[config.mk]
export PLATFORM = sky130hd
export DESIGN_NAME = pipe_alu
export DESIGN_NICKNAME = d
export VERILOG_FILES = /design/src/rtl/pipe_alu.sv
export SDC_FILE = /design/constraint.sdc
export NUM_CORES = 1
export LEC_CHECK = 0
export ABC_CLOCK_PERIOD_IN_PS = 9400
export CAP_MARGIN = 20
export CORE_ASPECT_RATIO = 1.75
export CORE_MARGIN = 5
export CORE_UTILIZATION = 45
export DETAILED_ROUTE_END_ITERATION = 16
export MAX_ROUTING_LAYER = met4
export PLACE_DENSITY = 0.65
export SLEW_MARGIN = 20
export SYNTH_ARGS = -nofsm -noshare
export SYNTH_HDL_FRONTEND = slang
export SYNTH_SLANG_ARGS = --single-unit
[constraint.sdc]
create_clock -name clock -period 9.4 [get_ports clock]
set_clock_uncertainty 0.2 [all_clocks]
set_input_delay 1.41 -clock clock [delete_from_list [all_inputs] [get_ports clock]]
set_output_delay 1.41 -clock clock [all_outputs]
set_load 0.05 [all_outputs]
[src/rtl/pipe_alu.sv]
// 16-bit EX-stage ALU: combinational result and CF/ZF/NF flags, plus a registered
// copy of the last captured operation for the CPU debug view.
module pipe_alu #(
  parameter int unsigned WIDTH = 16
) (
  input  logic             clock,
  input  logic             reset,
  input  logic             en,
  input  logic [3:0]       opcode,
  input  logic [WIDTH-1:0] operandA,
  input  logic [WIDTH-1:0] operandB,
  output logic [WIDTH-1:0] ALUo,
  output logic [2:0]       flags,
  output logic [WIDTH-1:0] ALUo_q,
  output logic [2:0]       flags_q
);

  localparam logic [3:0] OpAdd    = 4'd0;
  localparam logic [3:0] OpAddPls = 4'd1;
  localparam logic [3:0] OpSub    = 4'd2;
  localparam logic [3:0] OpSubMns = 4'd3;
  localparam logic [3:0] OpAnd    = 4'd4;
  localparam logic [3:0] OpOr     = 4'd5;
  localparam logic [3:0] OpXor    = 4'd6;
  localparam logic [3:0] OpNot    = 4'd7;
  localparam logic [3:0] OpSl     = 4'd8;
  localparam logic [3:0] OpSrl    = 4'd9;
  localparam logic [3:0] OpSra    = 4'd10;

  localparam logic [WIDTH:0] One = {{WIDTH{1'b0}}, 1'b1};

  logic [WIDTH:0]   ext;
  logic [WIDTH-1:0] result;
  logic             carry;
  logic [3:0]       shamt;

  assign shamt = operandB[3:0];

  // Shifts run on a 17-bit value with a guard bit so the last bit shifted out lands
  // in a fixed position; an amount of zero leaves the guard bit clear (CF=0).
  always_comb begin
    ext    = '0;
    result = '0;
    carry  = 1'b0;
    case (opcode)
      OpAdd: begin
        ext    = {1'b0, operandA} + {1'b0, operandB};
        result = ext[WIDTH-1:0];
        carry  = ext[WIDTH];
      end
      OpAddPls: begin
        ext    = {1'b0, operandA} + {1'b0, operandB} + One;
        result = ext[WIDTH-1:0];
        carry  = ext[WIDTH];
      end
      OpSub: begin
        ext    = {1'b0, operandA} - {1'b0, operandB};
        result = ext[WIDTH-1:0];
        carry  = ext[WIDTH];
      end
      OpSubMns: begin
        ext    = {1'b0, operandA} - {1'b0, operandB} - One;
        result = ext[WIDTH-1:0];
        carry  = ext[WIDTH];
      end
      OpAnd: result = operandA & operandB;
      OpOr:  result = operandA | operandB;
      OpXor: result = operandA ^ operandB;
      OpNot: result = ~operandA;
      OpSl: begin
        ext    = {1'b0, operandA} << shamt;
        result = ext[WIDTH-1:0];
        carry  = ext[WIDTH];
      end
      OpSrl: begin
        ext    = {operandA, 1'b0} >> shamt;
        result = ext[WIDTH:1];
        carry  = ext[0];
      end
      OpSra: begin
        ext    = $unsigned($signed({operandA, 1'b0}) >>> shamt);
        result = ext[WIDTH:1];
        carry  = ext[0];
      end
      default: begin
        result = '0;
        carry  = 1'b0;
      end
    endcase
  end

  assign ALUo  = result;
  assign flags = {result[WIDTH-1], (result == '0), carry};

  always_ff @(posedge clock or posedge reset) begin
    if (reset) begin
      ALUo_q  <= '0;
      flags_q <= '0;
    end else if (en) begin
      ALUo_q  <= ALUo;
      flags_q <= flags;
    end
  end

endmodule

==> impl_metrics.ini, run 1 <==
[critical_path]
r2r-start = ALUo_q[15]
rr_worst_depth = 1
rr_endpoint = ALUo_q[15]
arrival_ns = 6.87
cp-end-kind = output port
critPathMaxFanout = 39
crit_path_cell_trace = buf_2 > clkinv_1 > ha_1 > inv_1 > ha_1 > mux2_2 > o32ai_1 > or4_1 > a211oi_1 > inv_1 > nor3_1 > nand4_1 > nor4_1 > nand4_1 > nor2_1 > clkdlybuf4s50_1
worst-path-buf-inv = 5
critPathTopFamily = buffers and inverters
cp.required_ns = 7.79
criticalPathCategory = in -> out
cp_num_cells = 16
startpoint = operandB[0]
cp_slowest_cell = clkdlybuf4s50_1
reg2reg_slack_ns = 8.44
cp-start-kind = primary input
critical-path-max-stage-delay_ns = 0.83
cp-endpoint = flags[1]

[synthesis]
avgSynthCellArea_sq_um = 7.60
post-synth-top-area-cell = mux4_2
synth_area_leaders = mux4_2 (12%), ha_1 (9.6%), dfrtp_1 (6.8%), nor2_1 (5.0%), a21oi_1 (4.4%)
synthesis.area_sq_um = 6660
synth_seq_cells = 18
seq_area_frac_synth = 0.0677
syn_inst = 876
dominantRegCellSynth = dfrtp_1
yosysTopAreaCellShare = 0.118
async_reset_ff_frac = 1.00
synth_cell_types = 100
syn_nets = 968
synth_edf_count = 0
synth_warnings = 0

[grt]
grt_max_degree = 40
grt_pass1_vias = 7244
antenna_found_initial = 1
grtUsageTotal = 0.333
grt_pass1_wl_um = 43100
gr-total-overflow = 0

[timing]
worst_slack_ns = 0.915
fmax_mhz = 118
hold_violations = 0
drv_slew = 0
slew_headroom = 0.299
tightest_slew_ns = 1.05
setup_tns_ns = 0
final-setup-viol-count = 0
timing.final.crit_period_ns = 8.48
rsz0062_at_grt = false
fin_crit_sh = 0.903

[route]
via_count = 7528
wl_per_cell_um = 26.3
avgViaCountPerCell = 6.91
ant_nets = 0
dr.pass1.iters = 7
drt-initial-drc-count = 669
drc = 0
routed_wirelength_um = 28700

[floorplan]
core_sq_um = 14400
die_h_um = 171
ioPinCount = 77
num_rows = 58
die-area_sq_um = 17400
initial_core_util = 0.461
die_x_um = 102

[run_status]
status = complete, no violations

[cells_and_area]
drive_gt1_frac = 0.125
final_cell_mix = nor2_1 (89), clkdlybuf4s50_1 (73), inv_1 (70)
n_fill_cell = 1501
finish.utilization = 0.522
area_delta_synth_final_pct = 13.3
fin_nets = 1003
final_common_cell = nor2_1
fin_area_sq_um = 7540

[power_and_ir_drop]
clock_power_share = 0.108
p_sw_mw = 0.432
vdd_drop_max_mv = 0.0946
p_leak_nw = 2.91
power_mw = 0.787
switching_share = 0.548
power.internal_mw = 0.355
p_comb_frac = 0.771
p_per_area_nw_per_um2 = 104
pwr-share-seq = 0.121

[clocking]
root_buffer = clkbuf_16
clock_sinks = 18
ctsHtreeMaxLevel = 1
cts_buffers = 3
cts_tree = built
cts_hold_repair.buffers = 0
clk_pin_slew_ns = 0.05
post_cts_resized = 0
post_cts_buffers = 0
clk_path_buf_depth = 2
clock_latency_ns = 0.25

[run]
drv_cap = 0

[placed_design]
dpl.hpwl_um = 22800
gp_congestion = 1.06
port_buffers = 76
place_area_sq_um = 7460
place_ws_ns = 0.929

[hold_path]
hold_path.class = reg -> reg
min_path_cells = 2
[layout make-up]
class | count | area, sq um | area share
Antenna cell | 1 | 2.50 | 0.000332
Clock buffer | 3 | 75.1 | 0.00995
Inverter | 72 | 270 | 0.0358
Multi-Input combinational cell | 725 | 5660 | 0.750
Sequential cell | 18 | 450 | 0.0597
Tap cell | 180 | 225 | 0.0299
Timing Repair Buffer | 91 | 858 | 0.114
[worst min path at each step]
stage / startpoint / slack [ns] / to
finish: flags_q[1] / 0.30 / flags_q[1]
global route: flags_q[1] / 0.31 / flags_q[1]
CTS: flags_q[1] / 0.29 / flags_q[1]
detailed placement: flags_q[1] / 0.29 / flags_q[1]
global placement: flags_q[1] / 0.28 / flags_q[1]
floorplan: ALUo_q[0] / 0.57 / ALUo_q[0]
[worst min-delay path: cells and delay by family, from the launching register on]
family | cells | cell delay, ns
compound gates | 1 | 0.05
flops | 1 | 0.34
simple gates | 1 | 0.07
[sequential cells by signal, summed over array words and instances (netlist names)]
| signal | flops |
|---|---|
| ALUo_q | 16 |
| flags_q | 2 |
[routing by layer]
layer	up-vias	wire, um	track usage
met1	3598	9980	0.349
met2	395	14800	0.589
met5	-	0	-
met3	141	1660	0.0408
met4	0	2260	0.194
li1	3394	-	-
[power groups by stage]
stage | clock network [mW] | registers (mW) | logic [mW]
5_1_grt | 0.0882 | 0.0970 | 0.640
3_3_place_gp | 0 | 0.0965 | 0.594
4_1_cts | 0.0859 | 0.0956 | 0.596
6_report | 0.0850 | 0.0955 | 0.607
3_5_place_dp | 0 | 0.0970 | 0.594
2_1_floorplan | 0 | 0.138 | 0.368
[stage by stage]
step / instances / hold slack (ns)
after global placement: 1086 / 0.280
after detailed placement: 1086 / 0.285
after CTS: 1089 / 0.294
after global routing: 1090 / 0.307
final: 1090 / 0.296
after floorplan: 876 / 0.573
[Yosys cell counts, types with 9 or more instances]
| cell | number |
|---|---|
| nor2_1 | 89 |
| inv_1 | 70 |
| a21oi_1 | 58 |
| nand2_1 | 58 |
| ha_1 | 51 |
| o21ai_0 | 37 |
| mux4_2 | 35 |
| clkbuf_1 | 29 |
| nor3_1 | 25 |
| nand4_1 | 24 |
| buf_2 | 20 |
| nand3_1 | 20 |
| dfrtp_1 | 18 |
| xnor2_1 | 18 |
| a211oi_1 | 17 |
| o211ai_1 | 17 |
| mux2i_1 | 14 |
| and2_1 | 13 |
| nand2b_1 | 13 |
| nor2b_1 | 12 |
| mux2_2 | 11 |
| nor4_1 | 11 |
| xor2_1 | 11 |
| o31ai_1 | 9 |
[cell families after synthesis]
| family | Yosys count | synth area share |
|---|---|---|
| and+or+nand+nor | 320 | 0.257 |
| AOI/OAI and AO/OA | 262 | 0.292 |
| buffers and inverters | 133 | 0.0827 |
| muxes | 60 | 0.158 |
| adders and majority gates | 53 | 0.102 |
| xor gates and xnor gates | 30 | 0.0406 |
| DFF | 18 | 0.0677 |
Power figures use the tool's default switching activity.
==> inputs of run 2 (changes only) <==
CTS_CLUSTER_SIZE = 12   (was not set)
==> results of run 2 <==
Same layout as run 1: the final DEF is identical, and so are final timing and power.
==> inputs of run 3 (changes only) <==
CTS_CLUSTER_DIAMETER = 120   (was not set)
==> results of run 3 <==
Same layout as run 1: the final DEF is identical, and so are final timing and power.
